--- src/rtl/decoder_pkg.sv ---
// ----------------------------------------------------------------------------
// decoder_pkg : shared types, mode constants and one-hot helper for decoder_scan
// Rev 1.0
// ----------------------------------------------------------------------------
`default_nettype none

package decoder_pkg;

  typedef enum logic [1:0] {
    IDLE   = 2'd0,
    DIRECT = 2'd1,
    SCAN   = 2'd2
  } state_t;

  localparam logic MODE_DIRECT = 1'b0;
  localparam logic MODE_SCAN   = 1'b1;

  // Bit idx set when idx is inside the output width, otherwise all-zero.
  function automatic logic [63:0] onehot(input logic [5:0] idx, input int width);
    logic [63:0] v;
    v = '0;
    if (int'(idx) < width) v[idx] = 1'b1;
    return v;
  endfunction

endpackage

`default_nettype wire

--- src/rtl/dwell_tick.sv ---
// ----------------------------------------------------------------------------
// dwell_tick : modulo-DWELL counter with synchronous clear; o_tick on DWELL-1
// Rev 1.0
// ----------------------------------------------------------------------------
`default_nettype none

module dwell_tick #(
  parameter int DWELL = 4
) (
  input  logic clk,
  input  logic rst_n,
  input  logic i_clr,
  output logic o_tick
);

  // DWELL=1 still needs a 1-bit counter; it simply never leaves 0.
  localparam int              c_CW   = (DWELL > 1) ? $clog2(DWELL) : 1;
  localparam logic [c_CW-1:0] c_LAST = c_CW'(DWELL - 1);

  logic [c_CW-1:0] r_count;

  always_ff @(posedge clk) begin
    if (!rst_n || i_clr) begin
      r_count <= '0;
    end else if (r_count == c_LAST) begin
      r_count <= '0;
    end else begin
      r_count <= r_count + c_CW'(1);
    end
  end

  assign o_tick = (r_count == c_LAST);

endmodule

`default_nettype wire

--- src/rtl/decoder_scan.sv ---
// ----------------------------------------------------------------------------
// decoder_scan : registered IN_W-to-2^IN_W one-hot decoder with auto-scan mode.
// Optional macro DECODER_OUT_ACTIVE_LOW_EN inverts Data_out (common-anode).
// Rev 1.0
// ----------------------------------------------------------------------------
`default_nettype none

module decoder_scan
  import decoder_pkg::*;
#(
  parameter int IN_W  = 3,
  parameter int DWELL = 4
) (
  input  logic                   clk,
  input  logic                   rst_n,
  input  logic                   Enable,
  input  logic                   Mode,
  input  logic [IN_W-1:0]        Data_in,
  input  logic [IN_W-1:0]        Scan_max,
  output logic [(1<<IN_W)-1:0]   Data_out,
  output logic [IN_W-1:0]        Index_out,
  output logic                   Wrap
);

  localparam int c_OUT_W = 1 << IN_W;

`ifdef DECODER_OUT_ACTIVE_LOW_EN
  localparam logic [c_OUT_W-1:0] c_POL = '1;
`else
  localparam logic [c_OUT_W-1:0] c_POL = '0;
`endif

  state_t               r_state;
  state_t               w_next_state;
  logic [IN_W-1:0]      r_index;
  logic [IN_W-1:0]      w_next_index;
  logic                 r_wrap;
  logic                 w_next_wrap;
  logic [c_OUT_W-1:0]   r_data_out;
  logic [c_OUT_W-1:0]   w_next_data;
  logic                 w_tick;
  logic                 w_dwell_clr;

  always_comb begin
    w_next_state = IDLE;
    if (Enable) w_next_state = (Mode == MODE_SCAN) ? SCAN : DIRECT;
  end

  // Dwell only runs while staying in SCAN, so every scan entry starts fresh.
  assign w_dwell_clr = !((r_state == SCAN) && (w_next_state == SCAN));

  dwell_tick #(
    .DWELL (DWELL)
  ) u_dwell (
    .clk    (clk),
    .rst_n  (rst_n),
    .i_clr  (w_dwell_clr),
    .o_tick (w_tick)
  );

  always_comb begin
    w_next_index = '0;
    w_next_wrap  = 1'b0;
    case (w_next_state)
      DIRECT: w_next_index = Data_in;
      SCAN: begin
        if (r_state == SCAN) begin
          if (w_tick) begin
            // >= lets a lowered Scan_max pull the index back instead of walking on.
            if (r_index >= Scan_max) begin
              w_next_index = '0;
              w_next_wrap  = 1'b1;
            end else begin
              w_next_index = r_index + IN_W'(1);
            end
          end else begin
            w_next_index = r_index;
          end
        end
      end
      default: ;
    endcase
    w_next_data = (w_next_state == IDLE) ? '0
                : c_OUT_W'(onehot(6'(w_next_index), c_OUT_W));
  end

  always_ff @(posedge clk) begin
    if (!rst_n) begin
      r_state    <= IDLE;
      r_index    <= '0;
      r_wrap     <= 1'b0;
      r_data_out <= c_POL;
    end else begin
      r_state    <= w_next_state;
      r_index    <= w_next_index;
      r_wrap     <= w_next_wrap;
      r_data_out <= w_next_data ^ c_POL;
    end
  end

  assign Data_out  = r_data_out;
  assign Index_out = r_index;
  assign Wrap      = r_wrap;

endmodule

`default_nettype wire

--- config.mk ---
export PLATFORM = sky130hd
export DESIGN_NAME = decoder_scan
export DESIGN_NICKNAME = d
export VERILOG_FILES = /design/src/rtl/decoder_pkg.sv /design/src/rtl/dwell_tick.sv /design/src/rtl/decoder_scan.sv
export SDC_FILE = /design/constraint.sdc
export NUM_CORES = 1
export LEC_CHECK = 0
export ABC_AREA = 1
export BUFFER_PORTS_ARGS = -buffer_cell sky130_fd_sc_hd__buf_2
export CORE_MARGIN = 2
export CORE_UTILIZATION = 51
export DETAILED_ROUTE_END_ITERATION = 16
export GPL_ROUTABILITY_DRIVEN = 0
export PLACE_DENSITY = 0.8
export SYNTH_ARGS = -nofsm -noshare
export SYNTH_HDL_FRONTEND = slang
export SYNTH_SLANG_ARGS = --single-unit
export TNS_END_PERCENT = 100
--- constraint.sdc ---
create_clock -name clk -period 2.9 [get_ports clk]
set_input_delay 0.87 -clock clk [delete_from_list [all_inputs] [get_ports clk]]
set_output_delay 0.87 -clock clk [all_outputs]
set_load 0.02 [all_outputs]
# After elaboration in Yosys (flattened, before gate mapping)

Cells that the tools add are included.

$add $sub $neg: 2
Order comparisons: 3
Equal/unequal tests: 4
Mux-type cells: 9
Bitwise gates (word level): 1
Reductions and logical operators: 9

Operator list:

| operator                                                           | count |
|---|---|
| 2-to-1 mux 3 bit                                                   | 3 |
| < comparator 3 x 7 -> 1 bit (second input constant)                | 1 |
| == test 2 bit (second input constant)                              | 3 |
| case mux 3 bit (2 select lines)                                    | 1 |
| 2-to-1 mux 2 bit                                                   | 2 |
| AND reduction 4 bit                                                | 1 |
| OR reduction 2 bit                                                 | 2 |
| adder 3 x 1 -> 3 bit (second input constant)                       | 1 |
| demux 1 bit (select 3 bit)                                         | 1 |
| greater-or-equal comparator 3 x 1 -> 1 bit (second input constant) | 1 |
| greater-or-equal comparator 3 bit                                  | 1 |
| adder 2 x 1 -> 2 bit (second input constant)                       | 1 |
| == test 2 x 1 -> 1 bit (second input constant)                     | 1 |
| logical AND 1 bit                                                  | 2 |
| zero test 1 bit                                                    | 2 |
| zero test 2 bit                                                    | 1 |
| 2-to-1 mux 1 bit                                                   | 2 |
| logical OR 1 bit                                                   | 1 |
| NOT 1 bit                                                          | 1 |

Bits in registers: 16
Bits of input ports: 10
Output and inout port bits: 12
Word-level logic and storage cells: 33

# Depth between registers and ports, before layout

Gate-level depths: netlist of the first run.

Word-level depth: 9
Depth in mapped cells: 11
Depth with buffers taken out: 11

# Modules after synthesis

From an unflattened synthesis of the first run, not the netlist that was laid out.

Cells, all modules: 90
Area total of the unflattened synthesis: 689.4 um2

By module, submodules not included:

| module       | instances | cells each | area each (um2) | sequential area each (um2) |
|---|---|---|---|---|
| decoder_scan | 1         | 81         | 608.1           | 280.3 |
| dwell_tick   | 1         | 9          | 81.3            | 40.0 |

# Worst setup path after synthesis of the first run

No wires, ideal clock.

Kind: input -> register
Start point: in Scan_max[2]
End point: reg r_data_out[0] (netlist: Data_out[0])
Arrival time: 1749 ps
Slack: 1034 ps
Cell stages on the path: 8
Buffers on the path: 0
Cells stage by stage: inv_1 ha_1 a21oi_1 nand2_1 nand2_2 nand3_1 nand3b_1 nor2_1

Longest elaborated chain between the ends: 9
Elaborated cells on any way between the ends: 10
Classes of those cells: order compare (3); mux (6); reduce/logical (1)

Ends and longest elaborated chain:

| item                                                                                                                   | line               | source |
|---|---|---|
| start, declared                                                                                                        | decoder_scan.sv:19 | `input logic [IN_W-1:0] Scan_max,` |
| greater-or-equal comparator 3 bit *                                                                                    | decoder_scan.sv:70 | `if (r_index >= Scan_max) begin` |
| 2-to-1 mux 3 bit *                                                                                                     | decoder_scan.sv:70 |  |
| 2-to-1 mux 3 bit *                                                                                                     | decoder_scan.sv:68 | `if (w_tick) begin` |
| 2-to-1 mux 3 bit *                                                                                                     | decoder_scan.sv:67 | `if (r_state == SCAN) begin` |
| case mux 3 bit (2 select lines) *                                                                                      | decoder_scan.sv:64 | `case (w_next_state)` |
| < comparator 3 x 7 -> 1 bit (implied by the code) / greater-or-equal comparator 3 x 1 -> 1 bit (equally long branches) | decoder_pkg.sv:22  | `if (int'(idx) < width) v[idx] = 1'b1;` |
| logical AND 1 bit (implied by the code)                                                                                | decoder_pkg.sv:22  |  |
| 2-to-1 mux 1 bit (implied by the code)                                                                                 | decoder_pkg.sv:22  |  |
| demux 1 bit (select 3 bit) *                                                                                           | decoder_pkg.sv:22  |  |
| end signal, assigned                                                                                                   | decoder_scan.sv:92 | `r_data_out <= c_POL;` |
| end signal, assigned                                                                                                   | decoder_scan.sv:97 | `r_data_out <= w_next_data ^ c_POL;` |
| end, declared                                                                                                          | decoder_scan.sv:39 | `logic [c_OUT_W-1:0] r_data_out;` |

Mark *: on every way between the ends. The rest lies on a longest branch, timed or not.
A chain may end at the register's enable or synchronous reset.

# Worst setup path in the final report of the first run

Start point: reg r_index[0] (netlist: Index_out[0])
End point: out Index_out[0]

RTL lines:

| item                   | line               | source |
|---|---|---|
| start, declared        | decoder_scan.sv:35 | `logic [IN_W-1:0] r_index;` |
| start signal, assigned | decoder_scan.sv:95 | `r_index <= w_next_index;` |
| end, declared          | decoder_scan.sv:21 | `output logic [IN_W-1:0] Index_out,` |

No word-level cell between the ends.

==> out/results.ini, run 1 <==
[min_path]
hold-path-cell-count=1
whs_endpoint=u_dwell.r_count[0]$_SDFF_PP0_
hold_path_class=flop to flop
min_from=u_dwell.r_count[0]$_SDFF_PP0_

[routing]
detail-route-antenna-nets=0
dr.pass1.iters=4
vias_per_cell=4.73
drt_iter0_markers=7
drc=0
vias=605
wirelength_mm=1.22
wl_per_cell_um=9.50

[synthesis]
synth-seq-area-share_pct=45.9
synth_top_cells_by_area=dfxtp_1, nor2_1, ha_1
synth.top_cell.area_share_pct=45.9
synth_ff_type=dfxtp_1
yosysTopAreaCell=dfxtp_1
post-synth-top-count-cell=nor2_1
async_flop_share_pct=0
syn_inst=89
synth-edff-count=0
syn_nets=104
syn_area_um2=698
yosys.cell_types.count=18
syn_avg_cell_area_um2=7.84
ys_ff_latch=16
ys_warn_count=0
yosys-top-cells-count=nor2_1, dfxtp_1, inv_1, nand2_1, nand3_1

[power_and_ir_drop]
vdd_drop_max_mv=0.277
power_leakage_uw=0.000484
power_density_nw_per_um2=482

[floorplan]
core_um2=1280
ios=22
rows=13
initial_utilization_pct=54.3
die_h_um=41
die-area_um2=1680
die_width_um=41

[global_routing]
antenna_found_initial=0
grt-ovfl-total=0
grt_pass1_wl_mm=1.80
grt_max_degree=10
grt_pass1_vias=469
track_usage_pct=17.3

[cells_and_area]
antenna_cells=0
area_growth_pct=21.9
nets=129
drive_gt1_share_pct=31.9

[worst_setup_path]
reg2reg_slack_ns=1.39
rr_worst_depth=10
path_cells=buf_2
crit_type=flop to output pin
reg2reg_to=Data_out[4]$_SDFF_PP0_
critPathArrivalTime_ns=0.89
cp.required_ns=2.03
slowest_stage=dfxtp_1
startpoint_type=flop
critPathMaxStageDelay_ns=0.41
rr_startpoint=Index_out[0]$_SDFF_PN0_
crit_fanout=4
crit_path_end_kind=output pin
cp_num_buf_inv=1
critical_path.top_delay_family=flip-flops

[place]
post-place-ws_ns=0.827
dp.final_hpwl_um=999
io_buffers=21

[clocking]
clock_sinks=16
post-cts-setup-buffers=0
ctsResizeCount=0
numCtsBuffers=3
clk_latency_ns=0.28
cts-root-buf=clkbuf_4
clk_pin_slew_ns=0.09
cts_hold_buffers=0
h-tree-depth=1
cts_max_path_buffers=2
cts_tree=yes

[timing]
tightest_slew_ns=0.295
rsz0062_at_grt=no
min_period_ns=1.76
maxSlewHeadroom_pct=80.4
maxSlewViolCount=0
fmax_mhz=568
setup_viol=0
skew_ns=0.000612
holdWs_ns=0.421
fin_crit_sh_pct=60.7
hold_viol=0
setup_tns_ns=0
layout_setup_ws_ns=1.14

[outcome]
outcome=finished clean

[run]
maxCapViolCount=0

## area by class of cell
cell class	instances	area, um2
Multi-Input combinational cell	56	309
Fill cell	131	434
Inverter	16	61.3
Clock buffer	4	36.3
Timing Repair Buffer	21	105
Tap cell	15	18.8
Sequential cell	16	320
## how the worst max path moves through the flow
| stage | startpoint | end | slack [ns] | cells past startpoint |
|---|---|---|---|---|
| floorplan | Scan_max[2] | Data_out[0]$_SDFF_PP0_ | 1.03 | 8 |
| global placement | Scan_max[2] | Data_out[2]$_SDFF_PP0_ | 0.86 | 9 |
| detailed placement | Scan_max[2] | Data_out[2]$_SDFF_PP0_ | 0.83 | 9 |
| CTS | Index_out[0]$_SDFF_PN0_ | Index_out[0] | 1.13 | 1 |
| global route | Scan_max[2] | Data_out[3]$_SDFF_PP0_ | 1.05 | 10 |
| finish | Index_out[0]$_SDFF_PN0_ | Index_out[0] | 1.14 | 1 |
## layer usage
layer  global-route usage [%]  part of all wire [%]
met1                     18.7                    45
met2                     28.1                    45
met3                     7.07                   7.8
met4                     10.0                   2.2
met5                        0                     0
## through the flow
| stage | utilization, % | cell area (um2) | total power (uW) | cells |
|---|---|---|---|---|
| 3_3_place_gp | 63.4 | 815 | 267 | 124 |
| 6_report | 66.2 | 851 | 410 | 128 |
| 5_1_grt | 66.2 | 851 | 428 | 128 |
| 3_5_place_dp | 63.4 | 815 | 268 | 124 |
| 4_1_cts | 66.2 | 851 | 415 | 128 |
| 2_1_floorplan | - | 698 | 254 | 89 |
## state kept, by name, summed over array words and instances (netlist names)
signal / count
Data_out: 8
r_state: 2
Wrap: 1
Index_out: 3
u_dwell.r_count: 2
## report_power, final
part / switching, uW / internal (uW)
Combinational: 22.7 / 14.4
Clock: 71.0 / 76.5
Sequential: 1.95 / 224
Total: 95.7 / 315
## cells in the final DEF, fill, tap and decap left out
cell and instances:
xor2_1 1, nor2_1 17, ha_1 5, nand2_1 13, nand3_1 7, clkbuf_4 3, inv_2 1, clkinv_1 1
clkinv_2 1, nand2_2 5, dfxtp_1 16, a21oi_1 2, buf_2 21, clkbuf_8 1, nand3b_1 1, nand3_2 2
inv_1 13, nor2_2 1, a21oi_2 1, nand4_1 1
## cells by family (layout without fill, tap and decap cells)
| family | count (synthesis) | after routing | synth area share (%) |
|---|---|---|---|
| compound gates | 3 | 3 | 2.69 |
| xor+xnor | 1 | 1 | 1.25 |
| flops | 16 | 16 | 45.9 |
| simple gates | 47 | 47 | 31.4 |
| fa+ha+maj | 5 | 5 | 8.96 |
| buf+inv | 17 | 41 | 9.86 |
Note: power is estimated with default switching activity, not from simulation.
==> inputs of run 2 (changes only) <==
- ABC_AREA: 1 -> 0
- CORE_UTILIZATION: 51 -> 43
- PLACE_DENSITY: 0.8 -> 0.72
- clock period: 2.9 -> 1.4 ns (I/O delays scaled with it)
==> run 2 against run 1 <==
Against the previous run: the flow now finishes with violations (negative setup slack); hold slack got worse by 0.096 ns; clock power increased by 99%; critical path depth increased by 6; clock-buffer cell count unchanged; final cell count decreased by 2.3%; combinational power increased to 3.1 times the previous value; sequential power increased by 110%; setup slack got worse by 1.4 ns; area after synthesis increased by 0.72%; synthesized cell count decreased by 20%; sequential share of layout area decreased by 5.9 points; power increased by 110%.
==> out/results.ini, run 2 <==
[worst_setup_path]
crit_fanout=5  ; was 4
cp.required_ns=1.58  ; was 2.03 ns
reg2reg_to=Index_out[2]$_SDFF_PN0_  ; was Data_out[4]$_SDFF_PP0_
crit_type=flop to flop  ; was flop to output pin
crit_path_end_kind=flop  ; was output pin
critPathArrivalTime_ns=1.84  ; was 0.89 ns
rr_startpoint=Index_out[0]$_SDFF_PN0_  ; unchanged
startpoint=Index_out[0]$_SDFF_PN0_  ; unchanged
reg2reg_slack_ns=-0.26  ; was 1.39 ns
startpoint_type=flop  ; unchanged
rr_worst_depth=7  ; was 10

[synthesis]
synth_ff_type=dfxtp_1  ; unchanged
synth_top_cells_by_area=dfxtp_1, ha_1, nor2_1  ; was dfxtp_1, nor2_1, ha_1
yosysTopAreaCell=dfxtp_1  ; unchanged
ys_warn_count=0  ; unchanged
synth-seq-area-share_pct=45.6  ; was 45.9%
syn_nets=86  ; was 104
syn_area_um2=703  ; was 698 um2
synth.top_cell.area_share_pct=45.6  ; was 45.9%
yosys-top-cells-count=dfxtp_1, nor2_1, ha_1, nand2_1, inv_1  ; was nor2_1, dfxtp_1, inv_1, nand2_1, nand3_1
post-synth-top-count-cell=dfxtp_1  ; was nor2_1
syn_inst=71  ; was 89
synth-edff-count=0  ; unchanged
syn_avg_cell_area_um2=9.90  ; was 7.84 um2
async_flop_share_pct=0  ; unchanged
ys_ff_latch=16  ; unchanged
yosys.cell_types.count=29  ; was 18

[min_path]
hold-path-cell-count=2  ; was 1
min_from=Mode  ; was u_dwell.r_count[0]$_SDFF_PP0_
whs_endpoint=r_state[0]$_SDFF_PN0_  ; was u_dwell.r_count[0]$_SDFF_PP0_
hold_path_class=input pin to flop  ; was flop to flop

[cells_and_area]
mostFrequentLayoutCell=buf_2  ; unchanged
nets=125  ; was 129
drive_gt1_share_pct=52.3  ; was 31.9%
area_growth_pct=45.0  ; was 21.9%
antenna_cells=0  ; unchanged
design_area_um2=1020  ; was 851 um2
fillerInstances=119  ; was 131
fin_cells=125  ; was 128
final_cell_mix=buf_2, dfxtp_1, buf_4  ; was buf_2, nor2_1, dfxtp_1
largest_reg_flops=8  ; unchanged

[global_routing]
grt_max_degree=11  ; was 10
track_usage_pct=16.9  ; was 17.3%
antenna_found_initial=0  ; unchanged
grt_pass1_wl_mm=2.42  ; was 1.80 mm
grt_pass1_vias=602  ; was 469
grt-ovfl-total=0  ; unchanged

[routing]
detail-route-antenna-nets=0  ; unchanged
vias=647  ; was 605
drt_iter0_markers=4  ; was 7
drc=0  ; unchanged
dr.pass1.iters=4  ; unchanged
vias_per_cell=5.18  ; was 4.73
wirelength_mm=1.37  ; was 1.22 mm
wl_per_cell_um=11.0  ; was 9.50 um

[clocking]
cts-root-buf=clkbuf_4  ; unchanged
cts_tree=yes  ; unchanged
cts_max_path_buffers=2  ; unchanged
numCtsBuffers=3  ; unchanged
clk_latency_ns=0.28  ; about the same
h-tree-depth=1  ; unchanged
clk_pin_slew_ns=0.09  ; about the same
clock_sinks=16  ; unchanged

[place]
dp.final_hpwl_mm=1.13  ; was 999 um
place_area_um2=938  ; was 815 um2
placed_cells_incl_taps=121  ; was 124
io_buffers=21  ; unchanged

[floorplan]
die-area_um2=1970  ; was 1680 um2
ios=22  ; unchanged
core_um2=1520  ; was 1280 um2
rows=14  ; was 13
initial_utilization_pct=46.1  ; was 54.3%
die_width_um=44.4  ; was 41 um
die_h_um=44.4  ; was 41 um

[timing]
skew_ns=0.00372  ; was 0.000612 ns
setup_viol=11  ; was 0
fin_crit_sh_pct=119
hold_viol=0  ; unchanged
min_period_ns=1.66
maxSlewViolCount=0  ; unchanged
rsz0062_at_grt=yes  ; was no
maxSlewHeadroom_pct=79.9  ; was 80.4%
tightest_slew_ns=0.299  ; was 0.295 ns
fmax_mhz=602
layout_setup_ws_ns=-0.262  ; was 1.14 ns

[outcome]
violations=negative setup slack
outcome=finished, violations left  ; was finished clean

[run]
maxCapViolCount=0  ; unchanged

[power_and_ir_drop]
power_density_nw_per_um2=856  ; was 482 nW/um2
vdd_drop_max_mv=0.888  ; was 0.277 mV
power_leakage_uw=0.000503  ; was 0.000484 uW

[run 2: cell types whose count changed after synthesis, moves of 3 or more]
cell	change
nand2_2	-5
and2b_2	+3
nand2_1	-8
nor2_1	-8
inv_1	-9
nand3_1	-6
[run 2: where the power goes]
| part | leakage (uW) | total, uW | internal (uW) | switching, uW |
|---|---|---|---|---|
| clock network | 0.0000210 | 292 | 158 | 134 |
| registers | 0.000130 | 464 | 461 | 2.71 |
| logic | 0.000352 | 117 | 59.7 | 57.2 |
[run 2: final cells by class]
| class | count | area [um2] | share of cell area, % |
|---|---|---|---|
| flip-flops and latches | 16 | 324 | 31.8 |
| multi-input cells | 50 | 414 | 40.6 |
| well taps | 16 | 20.0 | 1.96 |
| clock buffers | 4 | 36.3 | 3.56 |
| repair buffers | 35 | 210 | 20.6 |
| inverters | 4 | 15.0 | 1.47 |
[run 2: kinds of logic after synthesis]
group / synth area share, %
and+or+nand+nor: 28.6
DFF: 45.6
AOI/OAI and AO/OA: 13.2
buffers and inverters: 3.74
adders and majority gates: 8.90
[run 2: worst max path at each step]
stage / endpoint / slack (ns) / depth (start not counted)
2_1_floorplan: Index_out[2]$_SDFF_PN0_ / -0.27 / 7
3_3_place_gp: Index_out[2]$_SDFF_PN0_ / -0.39 / 7
3_5_place_dp: Index_out[2]$_SDFF_PN0_ / -0.43 / 7
4_1_cts: Index_out[2]$_SDFF_PN0_ / -0.27 / 7
5_1_grt: Index_out[2]$_SDFF_PN0_ / -0.31 / 7
6_report: Index_out[2]$_SDFF_PN0_ / -0.26 / 7
[run 2: critical path: stages, from the launching register on]
cell     delay (ns)
dfxtp_4        0.36
inv_2          0.04
ha_4           0.24
and2b_2        0.23
o21ai_4        0.16
a21oi_2        0.05
a221o_2        0.35
and2_1         0.15
[run 2: per-layer routing]
layer | up-vias | track usage (%) | share of wire, %
li1 | 329 | - | -
met1 | 295 | 19.0 | 42
met2 | 23 | 30.3 | 50
met3 | 0 | 7.35 | 7.4
met4 | 0 | 1.82 | 0
met5 | - | 0 | 0
[run 2: what timing repair did]
action | CTS | global route
hold buffers | 0 | 0
pin swaps | 1 | 2
endpoints found under the setup margin | 11 | 12
buffers inserted | 0 | 0
resized for setup | 3 | 4
[run 2: stage by stage]
stage	hold slack, ns	util [%]	power [uW]	setup WS (ns)	setup TNS [ns]
2_1_floorplan	0.404	-	525	-0.271	-2.02
3_3_place_gp	0.421	61.6	577	-0.393	-3.87
3_5_place_dp	0.422	61.6	580	-0.430	-4.15
4_1_cts	0.318	65.0	878	-0.267	-2.04
5_1_grt	0.313	66.9	920	-0.314	-2.73
6_report	0.325	66.9	873	-0.262	-1.90
